### src/rtl/jt1942_obj_pkg.sv
// Shared constants and types for the object line buffer.
package jt1942_obj_pkg;
  localparam int OBJ_PXLW    = 4;
  localparam int OBJ_XW      = 9;
  localparam int OBJ_LBUF_AW = 8;
  localparam logic [OBJ_PXLW-1:0] OBJ_TRANSP = 4'hf;

  typedef logic [OBJ_PXLW-1:0]    obj_pxl_t;
  typedef logic [OBJ_LBUF_AW-1:0] obj_addr_t;

  function automatic logic obj_opaque(input obj_pxl_t p);
    return p != OBJ_TRANSP;
  endfunction
endpackage

### src/rtl/jt1942_obj_lbank.sv
// One 256x4 line-buffer bank: synchronous read port with enable, one write port.
// A read and a write to the same address in one cycle return the old content.
module jt1942_obj_lbank
  import jt1942_obj_pkg::*;
(
  input  logic      clk,
  input  logic      re,
  input  obj_addr_t raddr,
  output obj_pxl_t  rdata,
  input  logic      we,
  input  obj_addr_t waddr,
  input  obj_pxl_t  wdata
);
  obj_pxl_t mem [0:(1<<OBJ_LBUF_AW)-1];

  always_ff @(posedge clk) begin
    if (we) mem[waddr] <= wdata;
    if (re) rdata <= mem[raddr];
  end
endmodule

### src/rtl/jt1942_obj_linebuf.sv
// Ping-pong object line buffer: bank wsel collects drawn pixels, bank ~wsel is read and cleared.
// Optional macro JT1942_OBJ_FIRSTWIN_EN: keep the first opaque pixel drawn at an address.
module jt1942_obj_linebuf
  import jt1942_obj_pkg::*;
#(
  parameter logic [8:0] HSWAP = 9'd0,
  parameter int         CLRW  = 8
) (
  input  logic       clk,
  input  logic       rst,
  input  logic       cen6,
  input  logic       flip,
  input  logic [8:0] H,
  input  logic [8:0] posx,
  input  logic [3:0] new_pxl,
  output logic [3:0] obj_pxl,
  output logic       clr_busy
);
  logic            wsel;
  logic [CLRW-1:0] clr_cnt;
  obj_addr_t       clr_addr;
  obj_addr_t       rd_addr;

  logic            s1_vld;
  logic [8:0]      s1_posx;
  obj_pxl_t        s1_pxl;
  logic            s1_bank;
  logic            rd_ok;
  logic            rd_bank;

  logic            s2_allow;
  logic            s2_we;
  logic            rc_we;

  logic [1:0]      bk_re;
  logic [1:0]      bk_we;
  obj_addr_t       bk_raddr [2];
  obj_addr_t       bk_waddr [2];
  obj_pxl_t        bk_wdata [2];
  obj_pxl_t        bk_rdata [2];

  assign clr_addr = OBJ_LBUF_AW'(clr_cnt);
  assign rd_addr  = H[7:0] ^ {OBJ_LBUF_AW{flip}};

`ifdef JT1942_OBJ_FIRSTWIN_EN
  logic     fwd_hit;
  obj_pxl_t fwd_pxl;
  obj_pxl_t s2_cur;

  // Remember a stage-2 write that the stage-1 RAM read could not yet see.
  always_ff @(posedge clk) begin
    if (rst) begin
      fwd_hit <= 1'b0;
      fwd_pxl <= OBJ_TRANSP;
    end else if (cen6) begin
      fwd_hit <= s2_we && (s1_posx[7:0] == posx[7:0]) && (s1_bank == wsel);
      fwd_pxl <= s1_pxl;
    end else begin
      fwd_hit <= fwd_hit;
      fwd_pxl <= fwd_pxl;
    end
  end

  always_comb begin
    s2_cur   = fwd_hit ? fwd_pxl : bk_rdata[s1_bank];
    s2_allow = (s2_cur == OBJ_TRANSP);
  end
`else
  assign s2_allow = 1'b1;
`endif

  assign s2_we = !rst && !clr_busy && cen6 && s1_vld && !s1_posx[8]
                 && obj_opaque(s1_pxl) && s2_allow;
  assign rc_we = !rst && !clr_busy && cen6 && !H[8];

  // Bank port steering; a pending draw write beats the readout clear if they meet.
  always_comb begin
    for (int b = 0; b < 2; b++) begin
      bk_re[b]    = cen6;
      bk_raddr[b] = (wsel == 1'(b)) ? posx[7:0] : rd_addr;
      bk_we[b]    = 1'b0;
      bk_waddr[b] = rd_addr;
      bk_wdata[b] = OBJ_TRANSP;
      if (clr_busy) begin
        bk_we[b]    = !rst;
        bk_waddr[b] = clr_addr;
      end else if (s2_we && (s1_bank == 1'(b))) begin
        bk_we[b]    = 1'b1;
        bk_waddr[b] = s1_posx[7:0];
        bk_wdata[b] = s1_pxl;
      end else if (rc_we && (wsel != 1'(b))) begin
        bk_we[b]    = 1'b1;
      end else begin
        bk_we[b]    = 1'b0;
      end
    end
  end

  for (genvar g = 0; g < 2; g++) begin : g_bank
    jt1942_obj_lbank u_bank (
      .clk   (clk),
      .re    (bk_re[g]),
      .raddr (bk_raddr[g]),
      .rdata (bk_rdata[g]),
      .we    (bk_we[g]),
      .waddr (bk_waddr[g]),
      .wdata (bk_wdata[g])
    );
  end

  // Clear sweep, bank swap, draw stage 1 and readout bookkeeping.
  always_ff @(posedge clk) begin
    if (rst) begin
      wsel     <= 1'b0;
      clr_busy <= 1'b1;
      clr_cnt  <= '0;
      s1_vld   <= 1'b0;
      s1_posx  <= 9'h100;
      s1_pxl   <= OBJ_TRANSP;
      s1_bank  <= 1'b0;
      rd_ok    <= 1'b0;
      rd_bank  <= 1'b0;
    end else begin
      if (clr_busy) begin
        clr_cnt <= clr_cnt + CLRW'(1);
        if (clr_cnt == {CLRW{1'b1}}) clr_busy <= 1'b0;
      end
      if (cen6 && (H == HSWAP)) wsel <= ~wsel;
      if (clr_busy) begin
        s1_vld <= 1'b0;
        rd_ok  <= 1'b0;
      end else if (cen6) begin
        s1_vld  <= 1'b1;
        s1_posx <= posx;
        s1_pxl  <= new_pxl;
        s1_bank <= wsel;
        rd_ok   <= !H[8];
        rd_bank <= ~wsel;
      end
    end
  end

  always_comb begin
    obj_pxl = OBJ_TRANSP;
    if (rd_ok) obj_pxl = bk_rdata[rd_bank];
  end
endmodule
### config.mk
export PLATFORM = sky130hd
export DESIGN_NAME = jt1942_obj_linebuf
export DESIGN_NICKNAME = d
export VERILOG_FILES = /design/src/rtl/jt1942_obj_pkg.sv /design/src/rtl/jt1942_obj_lbank.sv /design/src/rtl/jt1942_obj_linebuf.sv
export SDC_FILE = /design/constraint.sdc
export NUM_CORES = 2
export LEC_CHECK = 0
export ABC_AREA = 1
export CORE_ASPECT_RATIO = 0.9
export CORE_MARGIN = 3
export CORE_UTILIZATION = 40
export DETAILED_ROUTE_END_ITERATION = 8
export HOLD_SLACK_MARGIN = 0.15
export MAX_ROUTING_LAYER = met4
export SYNTH_ARGS = -nofsm -noshare
export SYNTH_HDL_FRONTEND = slang
export SYNTH_SLANG_ARGS = --single-unit
export TNS_END_PERCENT = 20
### constraint.sdc
create_clock -name clk -period 8.3 [get_ports clk]
set_input_delay 1.245 -clock clk [delete_from_list [all_inputs] [get_ports clk]]
set_output_delay 1.245 -clock clk [all_outputs]
set_load 0.02 [all_outputs]
* After elaboration in Yosys (flattened, before gate mapping)
Memories as Yosys holds them, arrays and structs flattened. A register that Yosys moved wholly into a read port is not among the register bits. Index checks and enable logic that the tools add are counted.
Storage, ports and cells: RAM bits 2048, memories kept 2, register bits 27, input port bits 26, output and inout port bits 5, word-level logic and storage cells 64
Memories:
- g_bank[0].u_bank.mem | words 256, bits a word 4, read ports 1, clocked after memory_dff 1, write ports 1, line jt1942_obj_lbank.sv:14 | obj_pxl_t mem [0:(1<<OBJ_LBUF_AW)-1];
- g_bank[1].u_bank.mem | words 256, bits a word 4, read ports 1, clocked after memory_dff 1, write ports 1, line jt1942_obj_lbank.sv:14
Operators by class: add/sub/neg operators 1, eq/ne operators 2, bitwise operators 5, $lt $le $gt $ge 1, reductions and logical operators 18, muxes and demuxes 26
Operator list (count):
- $mux 8 | 6
- $mux 4 | 8
- $mux 1 | 12
- $logic_and 1x1->1 | 11
- $logic_not 9->1 | 1
- $add 8x1->8 const B | 1
- $eq 8x8->1 const B | 1
- $xor 8x8->8 | 1
- $logic_not 1->1 | 4
- $ne 4x4->1 const B | 1
- $not 1->1 | 3
- $ge 2x2->1 const B | 1
- $not 1->2 | 1
- $reduce_and 2->1 | 1
- $reduce_or 2->1 | 1

* Depth between registers and ports, before layout
depth in word-level cells 11, depth in mapped cells 17, gate-level depth less buffers 15

* Modules after synthesis
From an unflattened synthesis, not the netlist that was laid out.
Second synthesis, totals: cell total of the unflattened synthesis 7730, area, all modules 87576.5 um^2
Modules (own cells, without submodules):
- jt1942_obj_lbank | instances 2, seq. area each 30869.6 um^2, area an instance 42864.9 um^2, cells each 3720
- jt1942_obj_linebuf | instances 1, seq. area each 540.5 um^2, area an instance 1846.8 um^2, cells each 290

* Worst setup path before layout
OpenSTA, ideal clock, no wires.
path kind input-to-reg, start input port rst, end memory g_bank[0].u_bank.mem[0][3] (netlist name) (data pin), stages 4, slack 1.844 ns, path buffers 0, arrival 4.939 ns, cells stage by stage nor4_4 -> nand3_2 -> inv_2 -> nand3_1
RTL lines:
- start, declared | line jt1942_obj_linebuf.sv:10 | input logic rst,
- end, declared | line jt1942_obj_lbank.sv:14

* Worst setup path after layout
start input port cen6, end memory g_bank[0].u_bank.mem[128][2] (netlist name), enable pin
On the way: longest elaborated chain between the ends 9, elaborated cells between the ends (all ways) 14
RTL lines:
- start, declared | line jt1942_obj_linebuf.sv:11 | input logic cen6,
- $logic_and 1x1->1 * | line jt1942_obj_linebuf.sv:72, jt1942_obj_linebuf.sv:74
- $logic_and 1x1->1 (2 in series) | line jt1942_obj_linebuf.sv:72 | assign s2_we = !rst && !clr_busy && cen6 && s1_vld && !s1_posx[8]
- $logic_and 1x1->1 | line jt1942_obj_linebuf.sv:73 | && obj_opaque(s1_pxl) && s2_allow;
- $logic_and 1x1->1 | line jt1942_obj_linebuf.sv:87 | end else if (s2_we && (s1_bank == 1'(b))) begin
- $mux 1 | line jt1942_obj_linebuf.sv:87
- $mux 1 | line jt1942_obj_linebuf.sv:84 | if (clr_busy) begin
- $mux 1 | line jt1942_obj_lbank.sv:17 | if (we) mem[waddr] <= wdata;
- $mux 1 (not written as such) | line jt1942_obj_lbank.sv:17
Every way passes the cells marked *; elsewhere a longest branch is shown, timed or not.

==> results.toml <==
[yosys]
netlist.area_leader.share_pct = 66.72
dominantRegCellSynth = "sky130_fd_sc_hd__edfxtp_1"
warning_count_from_the_yosys_run = 0
synthesized_area_divided_by_synthesized_cell_count_um2 = 10.06
synth_mux_area_share_pct = 0
synthCells = 9202
synth_simple_gate_area_share_pct = 22.73
synth_largest_area_cell = "sky130_fd_sc_hd__edfxtp_1"
netlist_area_mm2 = 0.09253
synth.distinct_cells = 41
combinational_family_with_the_most_area_after_synthesis = "simple AND/OR/NAND/NOR gates"
ys_ff_latch = 2083
postSynth.asyncResetShare_pct = 0
post_synth_main_area_contributors = "sky130_fd_sc_hd__edfxtp_1 67%, sky130_fd_sc_hd__nand2_1 9.9%, sky130_fd_sc_hd__nand3_1 9.7%"
synth_xor_area_share_pct = 0.01893
yosysSeqAreaShare_pct = 67.31
synth-edff-count = 2056
synthAdderAreaFrac_pct = 0.01352
synth-compound-area-share_pct = 1.393
mappedNetlistNets = 9229

[sta]
timing.slew.headroom_pct = 21.10
slew_violations = 0
final.setup.tns_ns = 0
grt_setup_unrepaired = "no"
clock.fmax_mhz = 188.1
whs_ns = 0.5112
finalHoldViolations = 0
skew_ns = 0.04782
worstMarginPinSlew_ns = 1.180
fin_crit_sh_pct = 64.06
fin_crit_ns = 5.317
final-setup-viol-count = 0

[clock_network]
cts_tree = "built"
cts_hold_buffers = 0
cts.repair_timing.setup_buffer_count = 0
cts_max_path_buffers = 3
ctsRootBufferMaster = "sky130_fd_sc_hd__clkbuf_16"
cts_buffers = 206
cts_htree_levels = 4
clk_latency_ns = 0.87
post_cts_resized = 0
worst_setup_hold_path_clk_slew_ns = 0.06
cts.sink_count = 2083

[power]
combinational_power_share_pct = 6.2
switching_share_pct = 23.21
ratio_of_total_power_to_cell_area_mw_per_mm2 = 214.8
power.leakage_nw = 41.13
power_frac_seq_pct = 51.9
internal_power_mw = 16.86
clockPowerShare_pct = 41.9
max-vdd-ir-drop_uv = 240.6
switching_power_mw = 5.095

[finish]
stdcell_count = 12212
num-nets-final = 9034
syn2layout_area_growth_pct = 10.43
register_area_mm2 = 0.06228
num-fill-cells = 21418
layout.cells.most_common_list = "2412 x sky130_fd_sc_hd__nand2_1, 2056 x sky130_fd_sc_hd__edfxtp_1, 1785 x sky130_fd_sc_hd__nand3_1"
multiInputGateArea_mm2 = 0.02264
final_core_util_pct = 44.69
drive_gt1_share_pct = 5.346
most_common_cell_after_layout_fill_and_taps_aside = "sky130_fd_sc_hd__nand2_1"
final_cell_area_mm2 = 0.1022

[global_routing]
pin_count_of_the_biggest_net_entering_global_routing = 249
grt_pass1_wl_um = 377700
track_usage_pct = 21.53
number_of_antenna_violations_at_the_first_check_in_global_routing = 5
grt_overflow_total = 0
vias_in_the_first_global_route = 60902

[route]
detailroute.wirelength.met3_um = 20470
num_vias = 63571
drt_iter0_markers = 7232
route.detailed.wl_per_inst_um = 20.59
topRoutingLayerUsed = "met4"
met2_wirelength_um = 115200
ant_nets = 0
routed_wl_um = 251400
viasPerCell = 5.206
detail_route.drc_violations = 0
met1Wirelength_um = 108600
number_of_search_and_repair_iterations_in_the_first_detailed_routing_pass = 6

[placement]
post_place_cells = 11823
postPlaceCellArea_mm2 = 0.09552
place.gp.congestion = 0.8811
hpwlAfterDp_um = 142200
port_buffers = 30

[floorplanning]
design.die.area_mm2 = 0.2371
die_width_um = 513.0
core.rowCount = 166
die_height_um = 462.3
start_util_pct = 40.46
placeableCoreArea_mm2 = 0.2287
pin_count = 31

[critical_path]
worstSetupPathType = "input port to flip-flop"
cp-start-kind = "input port"
worst_r2r_path_depth = 15
r2r_slack_ns = 3.51
r2r_start = "wsel$_SDFFE_PP0P_"
timing.rr.end = "g_bank[1].u_bank.rdata[2]$_DFFE_PP_"
endpoint_kind = "flip-flop"
maximum_fanout_along_the_worst_path = 14
critical_path_arrival_ns = 5.86
timing.critical_path.required_ns = 8.84

[worst_hold_path]
timing.hold.worst_path_depth = 1
worst_hold_startpoint = "clr_addr[6]$_SDFFE_PP0P_"
hold_endpoint = "clr_addr[6]$_SDFFE_PP0P_"
hold_class = "flip-flop to flip-flop"

[outcome]
outcome = "finished clean"

[job]
timing.max_cap.violations = 0
routing by layer:
layer	track usage, %	up-vias
li1	-	29783
met4	6.307	0
met1	29.16	30911
met5	-	-
met3	3.501	370
met2	33.58	2507
synthesized netlist by cell type (8+ instances only):
master / n
sky130_fd_sc_hd__a21oi_1: 10
sky130_fd_sc_hd__buf_1: 51
sky130_fd_sc_hd__buf_2: 248
sky130_fd_sc_hd__clkbuf_1: 222
sky130_fd_sc_hd__dfxtp_1: 27
sky130_fd_sc_hd__edfxtp_1: 2056
sky130_fd_sc_hd__inv_1: 1477
sky130_fd_sc_hd__inv_2: 9
sky130_fd_sc_hd__nand2_1: 2434
sky130_fd_sc_hd__nand2_2: 24
sky130_fd_sc_hd__nand3_1: 1790
sky130_fd_sc_hd__nand3b_1: 48
sky130_fd_sc_hd__nor2_1: 542
sky130_fd_sc_hd__nor2_4: 8
sky130_fd_sc_hd__nor3_1: 24
sky130_fd_sc_hd__o211ai_1: 59
sky130_fd_sc_hd__o21ai_0: 107
sky130_fd_sc_hd__o21ai_1: 20
kinds of logic after synthesis:
kind of cell	after synthesis
flops	2083
compound gates	211
simple gates	4892
buf+inv	2013
fa+ha+maj	1
xor+xnor	2
critical path: stages:
cell                              delay, ns
sky130_fd_sc_hd__clkdlybuf4s50_1       1.20
sky130_fd_sc_hd__nand2_4               0.22
sky130_fd_sc_hd__nor4_4                0.25
sky130_fd_sc_hd__nand3_2               0.34
sky130_fd_sc_hd__inv_2                 0.36
sky130_fd_sc_hd__o21ai_0               0.12
sky130_fd_sc_hd__o21ai_1               0.30
sky130_fd_sc_hd__nand2_1               0.31
sky130_fd_sc_hd__nor2_1                0.17
sky130_fd_sc_hd__nand2_1               0.46
sky130_fd_sc_hd__buf_4                 0.47
sky130_fd_sc_hd__nor2_1                0.36
area by class of cell:
class                           instances  area share (%)
Sequential cell                      2083           60.95
Multi-Input combinational cell       5106           22.15
Inverter                             1488           5.476
Clock buffer                          245           5.238
Tap cell                             3024           3.703
Clock inverter                        140           1.270
Timing Repair Buffer                  122           1.202
Antenna cell                            4        0.009796
power groups by stage:
stage	Combinational [mW]	Clock (mW)	Sequential [mW]
after floorplan	0.873	0	11.6
after global placement	1.32	0	11.6
after detailed placement	1.33	0	11.6
after CTS	1.34	9.33	11.4
after global routing	1.47	9.80	11.4
final	1.35	9.20	11.4
how the worst max path moves through the flow:
stage,endpoint,start,slack [ns],cells after the start
finish,g_bank[0].u_bank.mem[128][2]$_DFFE_PP_,cen6,2.98,12
global route,g_bank[0].u_bank.mem[128][2]$_DFFE_PP_,cen6,2.80,12
CTS,g_bank[0].u_bank.mem[128][0]$_DFFE_PP_,cen6,3.19,12
detailed placement,g_bank[0].u_bank.mem[128][2]$_DFFE_PP_,cen6,2.26,12
global placement,g_bank[0].u_bank.mem[128][1]$_DFFE_PP_,cen6,2.35,12
floorplan,g_bank[0].u_bank.mem[0][3]$_DFFE_PP_,rst,1.84,4
per-stage QoR:
| step | power (mW) | setup WS, ns |
|---|---|---|
| floorplan | 12.49 | 1.844 |
| global placement | 12.95 | 2.351 |
| detailed placement | 12.96 | 2.261 |
| CTS | 22.07 | 3.192 |
| global route | 22.67 | 2.804 |
| finish | 21.95 | 2.983 |
state kept, by name (all words and copies together) (netlist names):
| register | cells |
|---|---|
| clr_addr | 8 |
| clr_busy | 1 |
| g_bank.u_bank.mem | 2048 |
| g_bank.u_bank.rdata | 8 |
| rd_bank | 1 |
| rd_ok | 1 |
| s1_bank | 1 |
| s1_posx | 9 |
| s1_pxl | 4 |
| s1_vld | 1 |
| wsel | 1 |
No activity file was read; power rests on OpenSTA's default activity.
